**config.mk**
```make
export PLATFORM = sky130hd
export DESIGN_NAME = mat_mean_acc
export DESIGN_NICKNAME = d
export VERILOG_FILES = /design/src/rtl/mat_mean_acc.sv
export SDC_FILE = /design/constraint.sdc
export NUM_CORES = 1
export LEC_CHECK = 0
export BUFFER_PORTS_ARGS = -buffer_cell sky130_fd_sc_hd__buf_2
export CORE_UTILIZATION = 53
export DETAILED_ROUTE_END_ITERATION = 10
export GPL_TIMING_DRIVEN = 0
export PLACE_DENSITY = 0.73
export RECOVER_POWER = 50
export SLEW_MARGIN = 30
export SYNTH_ARGS = -nofsm -noshare
export SYNTH_HDL_FRONTEND = slang
export SYNTH_SLANG_ARGS = --single-unit
```
**constraint.sdc**
```tcl
create_clock -name clk_mean -period 5.3 [get_ports clk_mean]
set_input_delay 0.53 -clock clk_mean [delete_from_list [all_inputs] [get_ports clk_mean]]
set_output_delay 0.53 -clock clk_mean [all_outputs]
set_load 0.01 [all_outputs]
```
**src/rtl/mat_mean_acc.sv**
```systemverilog
// mat_mean_acc: elementwise mean of 2^LOG2_N streamed 4x4 Q13 matrices (row-major, one element per beat).
// Latency: first mean valid the cycle after the final input accept; one beat per cycle in both phases.
// Backpressure: in_valid gaps stall accumulation; out_ready low holds out_data/out_idx stable.
// Ports: clk_mean, rst_mean (sync, active-high); en_mean start pulse (IDLE only);
//   in_valid/in_ready/in_data input stream; out_valid/out_ready/out_data/out_idx mean stream;
//   busy (ACC or OUT); done (one-cycle pulse after the last mean is accepted).
// Option: define MAT_MEAN_ACC_ROUND_EN for round-half-up means instead of floor.
module mat_mean_acc #(
  parameter  int DW     = 26,
  parameter  int LOG2_N = 4,
  localparam int AW     = DW + LOG2_N
) (
  input  logic                 clk_mean,
  input  logic                 rst_mean,
  input  logic                 en_mean,
  input  logic                 in_valid,
  output logic                 in_ready,
  input  logic signed [DW-1:0] in_data,
  output logic                 out_valid,
  input  logic                 out_ready,
  output logic signed [DW-1:0] out_data,
  output logic [3:0]           out_idx,
  output logic                 busy,
  output logic                 done
);

  typedef enum logic [1:0] {S_IDLE, S_ACC, S_OUT} state_t;

  localparam logic [LOG2_N-1:0] SMP_LAST = '1;

`ifdef MAT_MEAN_ACC_ROUND_EN
  localparam logic signed [AW-1:0] RND = {{(AW-1){1'b0}}, 1'b1} << (LOG2_N - 1);
`endif

  state_t                state_q, state_d;
  logic signed [AW-1:0]  acc_q [16];
  logic signed [AW-1:0]  acc_d [16];
  logic [3:0]            elem_q, elem_d;
  logic [LOG2_N-1:0]     sample_q, sample_d;
  logic [3:0]            out_idx_q, out_idx_d;
  logic signed [DW-1:0]  out_data_d, out_data_q;
  logic                  done_q, done_d;
  logic signed [AW-1:0]  in_ext;

  assign in_ext = {{LOG2_N{in_data[DW-1]}}, in_data};

  // The accumulator cannot exceed N*2^(DW-1) in magnitude, so the shifted
  // value always fits DW bits and the truncation below is lossless.
  function automatic logic signed [DW-1:0] mean_of(input logic signed [AW-1:0] a);
`ifdef MAT_MEAN_ACC_ROUND_EN
    logic signed [AW-1:0] s;
    s = a + RND;
    return DW'(s >>> LOG2_N);
`else
    return DW'(a >>> LOG2_N);
`endif
  endfunction

  always_comb begin
    state_d    = state_q;
    elem_d     = elem_q;
    sample_d   = sample_q;
    out_idx_d  = out_idx_q;
    out_data_d = out_data_q;
    done_d     = 1'b0;
    for (int i = 0; i < 16; i++) acc_d[i] = acc_q[i];

    case (state_q)
      S_IDLE: begin
        if (en_mean) begin
          for (int i = 0; i < 16; i++) acc_d[i] = '0;
          elem_d    = '0;
          sample_d  = '0;
          out_idx_d = '0;
          state_d   = S_ACC;
        end
      end
      S_ACC: begin
        if (in_valid) begin
          acc_d[elem_q] = acc_q[elem_q] + in_ext;
          elem_d        = elem_q + 4'd1;
          if (elem_q == 4'd15) begin
            sample_d = sample_q + 1'b1;
            if (sample_q == SMP_LAST) begin
              // Element 0 is already final here: only element 15 is still
              // being summed on this edge.
              state_d    = S_OUT;
              out_idx_d  = '0;
              out_data_d = mean_of(acc_q[0]);
            end
          end
        end
      end
      S_OUT: begin
        if (out_ready) begin
          if (out_idx_q == 4'd15) begin
            state_d    = S_IDLE;
            out_idx_d  = '0;
            out_data_d = '0;
            done_d     = 1'b1;
          end else begin
            out_idx_d  = out_idx_q + 4'd1;
            out_data_d = mean_of(acc_q[out_idx_q + 4'd1]);
          end
        end
      end
      default: state_d = S_IDLE;
    endcase
  end

  always_ff @(posedge clk_mean) begin
    if (rst_mean) begin
      state_q    <= S_IDLE;
      elem_q     <= '0;
      sample_q   <= '0;
      out_idx_q  <= '0;
      out_data_q <= '0;
      done_q     <= 1'b0;
      for (int i = 0; i < 16; i++) acc_q[i] <= '0;
    end else begin
      state_q    <= state_d;
      elem_q     <= elem_d;
      sample_q   <= sample_d;
      out_idx_q  <= out_idx_d;
      out_data_q <= out_data_d;
      done_q     <= done_d;
      acc_q      <= acc_d;
    end
  end

  assign in_ready  = (state_q == S_ACC);
  assign out_valid = (state_q == S_OUT);
  assign busy      = (state_q != S_IDLE);
  assign out_data  = out_data_q;
  assign out_idx   = out_idx_q;
  assign done      = done_q;

endmodule

```
==> flow_summary.yaml <==
status:
  outcome: "finished with violations"
  violations: "max-capacitance violations, max-slew violations"
drt:
  drtIter0Drc: 4171
  drt-total-wl_um: 114000
  ant_nets: 0
  drc_errors: 0
  routed_via_density: 7.49
  route.vias.total: 24500
  drt-pass1-iter-count: 7
  wl_per_cell_um: 34.7
sta:
  fin_crit_sh: 0.990
  fin_skew_ns: 0.0232
  worst_pin_slew_ns: 1.64
  fmax_ghz: 0.191
  setup_viol: 0
  finalHoldViolCount: 0
  min_period_ns: 5.25
  fin_setup_tns_ns: 0
  rsz0062_at_grt: "no"
  drv_slew: 8
  timing.slew.headroom: -0.105
  worst_hold_slack_ns: 0.186
  timing.final.ws_setup_ns: 0.0537
global_routing:
  grtUsageTotal: 0.452
  grt_start_max_net_pins: 15
  grt_pass1_vias: 23500
  antenna_found_initial: 3
  grt_pass1_wl_um: 161000
  gr-total-overflow: 0
yosys:
  synthFlopType: "dfxtp_1"
  synth-seq-cells: 521
  yosysWarnings: 0
  synth_edf_count: 0
  synth_cell_types: 62
  syn_nets: 2547
  synth_area_per_cell_sq_um: 10.5
  synth_seq_area_share: 0.401
  postSynthCellCount: 2480
  ys_async_sr_fraction: 0
  synthesis.area_sq_mm: 0.0260
die:
  die_h_um: 224
  row_count: 80
  dieArea_sq_mm: 0.0500
  ios: 65
  core_area_sq_mm: 0.0480
  start_util: 0.542
  die_w_um: 224
clocking:
  clk_pin_slew_ns: 0.06
  cts_root_buffer: "clkbuf_16"
  cts.htree.levels: 2
  cts_tree: "done"
  cts_made_buffers: 56
  hold_buffers: 0
  cts_sinks: 521
  clk_latency_ns: 0.66
  cts_buffer_depth: 3
placement:
  placed_area_sq_mm: 0.0272
  dp_hpwl_um: 78300
  pre_cts_slack_ns: -1.26
  placedCellCount: 3162
  gp_congestion: 1.03
  io_buffers: 64
layout:
  stdcell_area_sq_mm: 0.0295
  post-route-util: 0.614
  nNetsFinal: 2684
  layout.cells.most_common_list: "521 x dfxtp_1, 267 x nor2_1, 254 x mux4_2, 206 x clkbuf_1, 182 x a22o_1"
  drive_above_1_share: 0.194
  final_common_cell: "dfxtp_1"
  instances_no_fill: 3274
  area_growth_pct: 13.3
  antenna_cells: 0
power_and_ir_drop:
  peakVddDrop_v: 0.000254
  fin_total_pwr_mw: 9.02
  p_per_area_mw_per_mm2: 306
  p_leak_nw: 10.1
critical_path:
  required_ns: 5.82
  crit_path_max_fanout: 10
  path_class: "register to register"
  rr_worst_depth: 16
  arrival_ns: 5.77
  cp-start-kind: "register"
  critical_path.endpoint_type: "register"
worst_hold_path:
  hold_depth: 3
  hold_path.class: "input pin to register"
job:
  maxCapViolCount: 1
==> cell usage after synthesis, types with 19 or more instances <==
master	count	area, sq um
a211oi_1	28	210
a21oi_1	121	606
a22o_1	182	1590
a22oi_1	110	826
a31oi_1	27	169
a32oi_1	22	193
and2_1	19	119
buf_1	34	128
clkbuf_1	200	751
dfxtp_1	521	10400
ha_1	35	438
mux2i_1	53	531
mux4_2	254	5720
nand2_1	171	642
nand2b_1	22	138
nand3_1	86	430
nor2_1	270	1010
o21ai_0	103	515
o22ai_1	25	156
==> power by group <==
part | leakage, nW | internal, mW | switching, mW | total, mW
Sequential | 4.20 | 3.93 | 0.0120 | 3.94
Combinational | 4.91 | 0.209 | 0.660 | 0.869
Clock | 0.950 | 2.47 | 1.74 | 4.21
Total | 10.1 | 6.61 | 2.41 | 9.02
==> worst paths after layout <==
path                                              start                 endpoint  slack (ns)
worst max-delay path             elem_q[1]$_SDFFE_PP0P_  acc_q[238]$_SDFFE_PP0P_        0.05
worst min-delay path                            en_mean  state_q[0]$_SDFFE_PP0P_        0.19
worst max register to register   elem_q[1]$_SDFFE_PP0P_  acc_q[238]$_SDFFE_PP0P_        0.05
worst min register to register  acc_q[123]$_SDFFE_PP0P_  acc_q[123]$_SDFFE_PP0P_        0.47
==> timing repair <==
item / CTS / global route
resized for setup: 55 / 52
gates cloned: 0 / 0
setup endpoints to repair: 342 / 214
buffers inserted: 5 / 7
pin swaps: 4 / 3
==> final cells by class <==
class | count | area, sq um
sequential | 521 | 10400
timing repair buffer | 79 | 403
inverter | 12 | 45.0
buffer | 250 | 1120
fill | 3942 | 18600
tap | 615 | 769
clock inverter | 20 | 293
clock buffer | 80 | 1630
multi-input combinational | 1697 | 14800
==> registers in the layout (all words and copies together), names as in the netlist <==
register	flops
sample_q	4
out_data	26
elem_q	4
acc_q	480
state_q	2
out_idx	4
done	1
==> metal layers <==
metal / vias to the layer above / share of wire / track usage
li1: 9712 / - / -
met1: 11900 / 0.34 / 0.561
met2: 2264 / 0.41 / 0.638
met3: 659 / 0.15 / 0.151
met4: 4 / 0.098 / 0.376
met5: - / 0.00026 / 0
==> critical path: stages (launching register included) <==
cell	delay, ns
dfxtp_1	0.38
clkbuf_1	0.34
clkbuf_2	0.32
clkbuf_2	0.46
mux4_2	0.37
mux4_2	0.49
ha_1	0.44
a21oi_2	0.31
o21bai_1	0.17
a211o_1	0.37
a221o_1	0.40
a41o_1	0.27
a31o_1	0.21
a211oi_4	0.19
buf_12	0.16
buf_6	0.17
o21ai_2	0.07
==> cells by family after synthesis <==
family,after synthesis,share of synthesized area
buffers and inverters,262,0.0388
and+or+nand+nor,645,0.109
xor gates and xnor gates,31,0.0107
muxes,308,0.241
AOI/OAI and AO/OA,677,0.183
DFF,521,0.401
adders and majority gates,36,0.0176
Note: power is estimated with default switching activity, not from simulation.
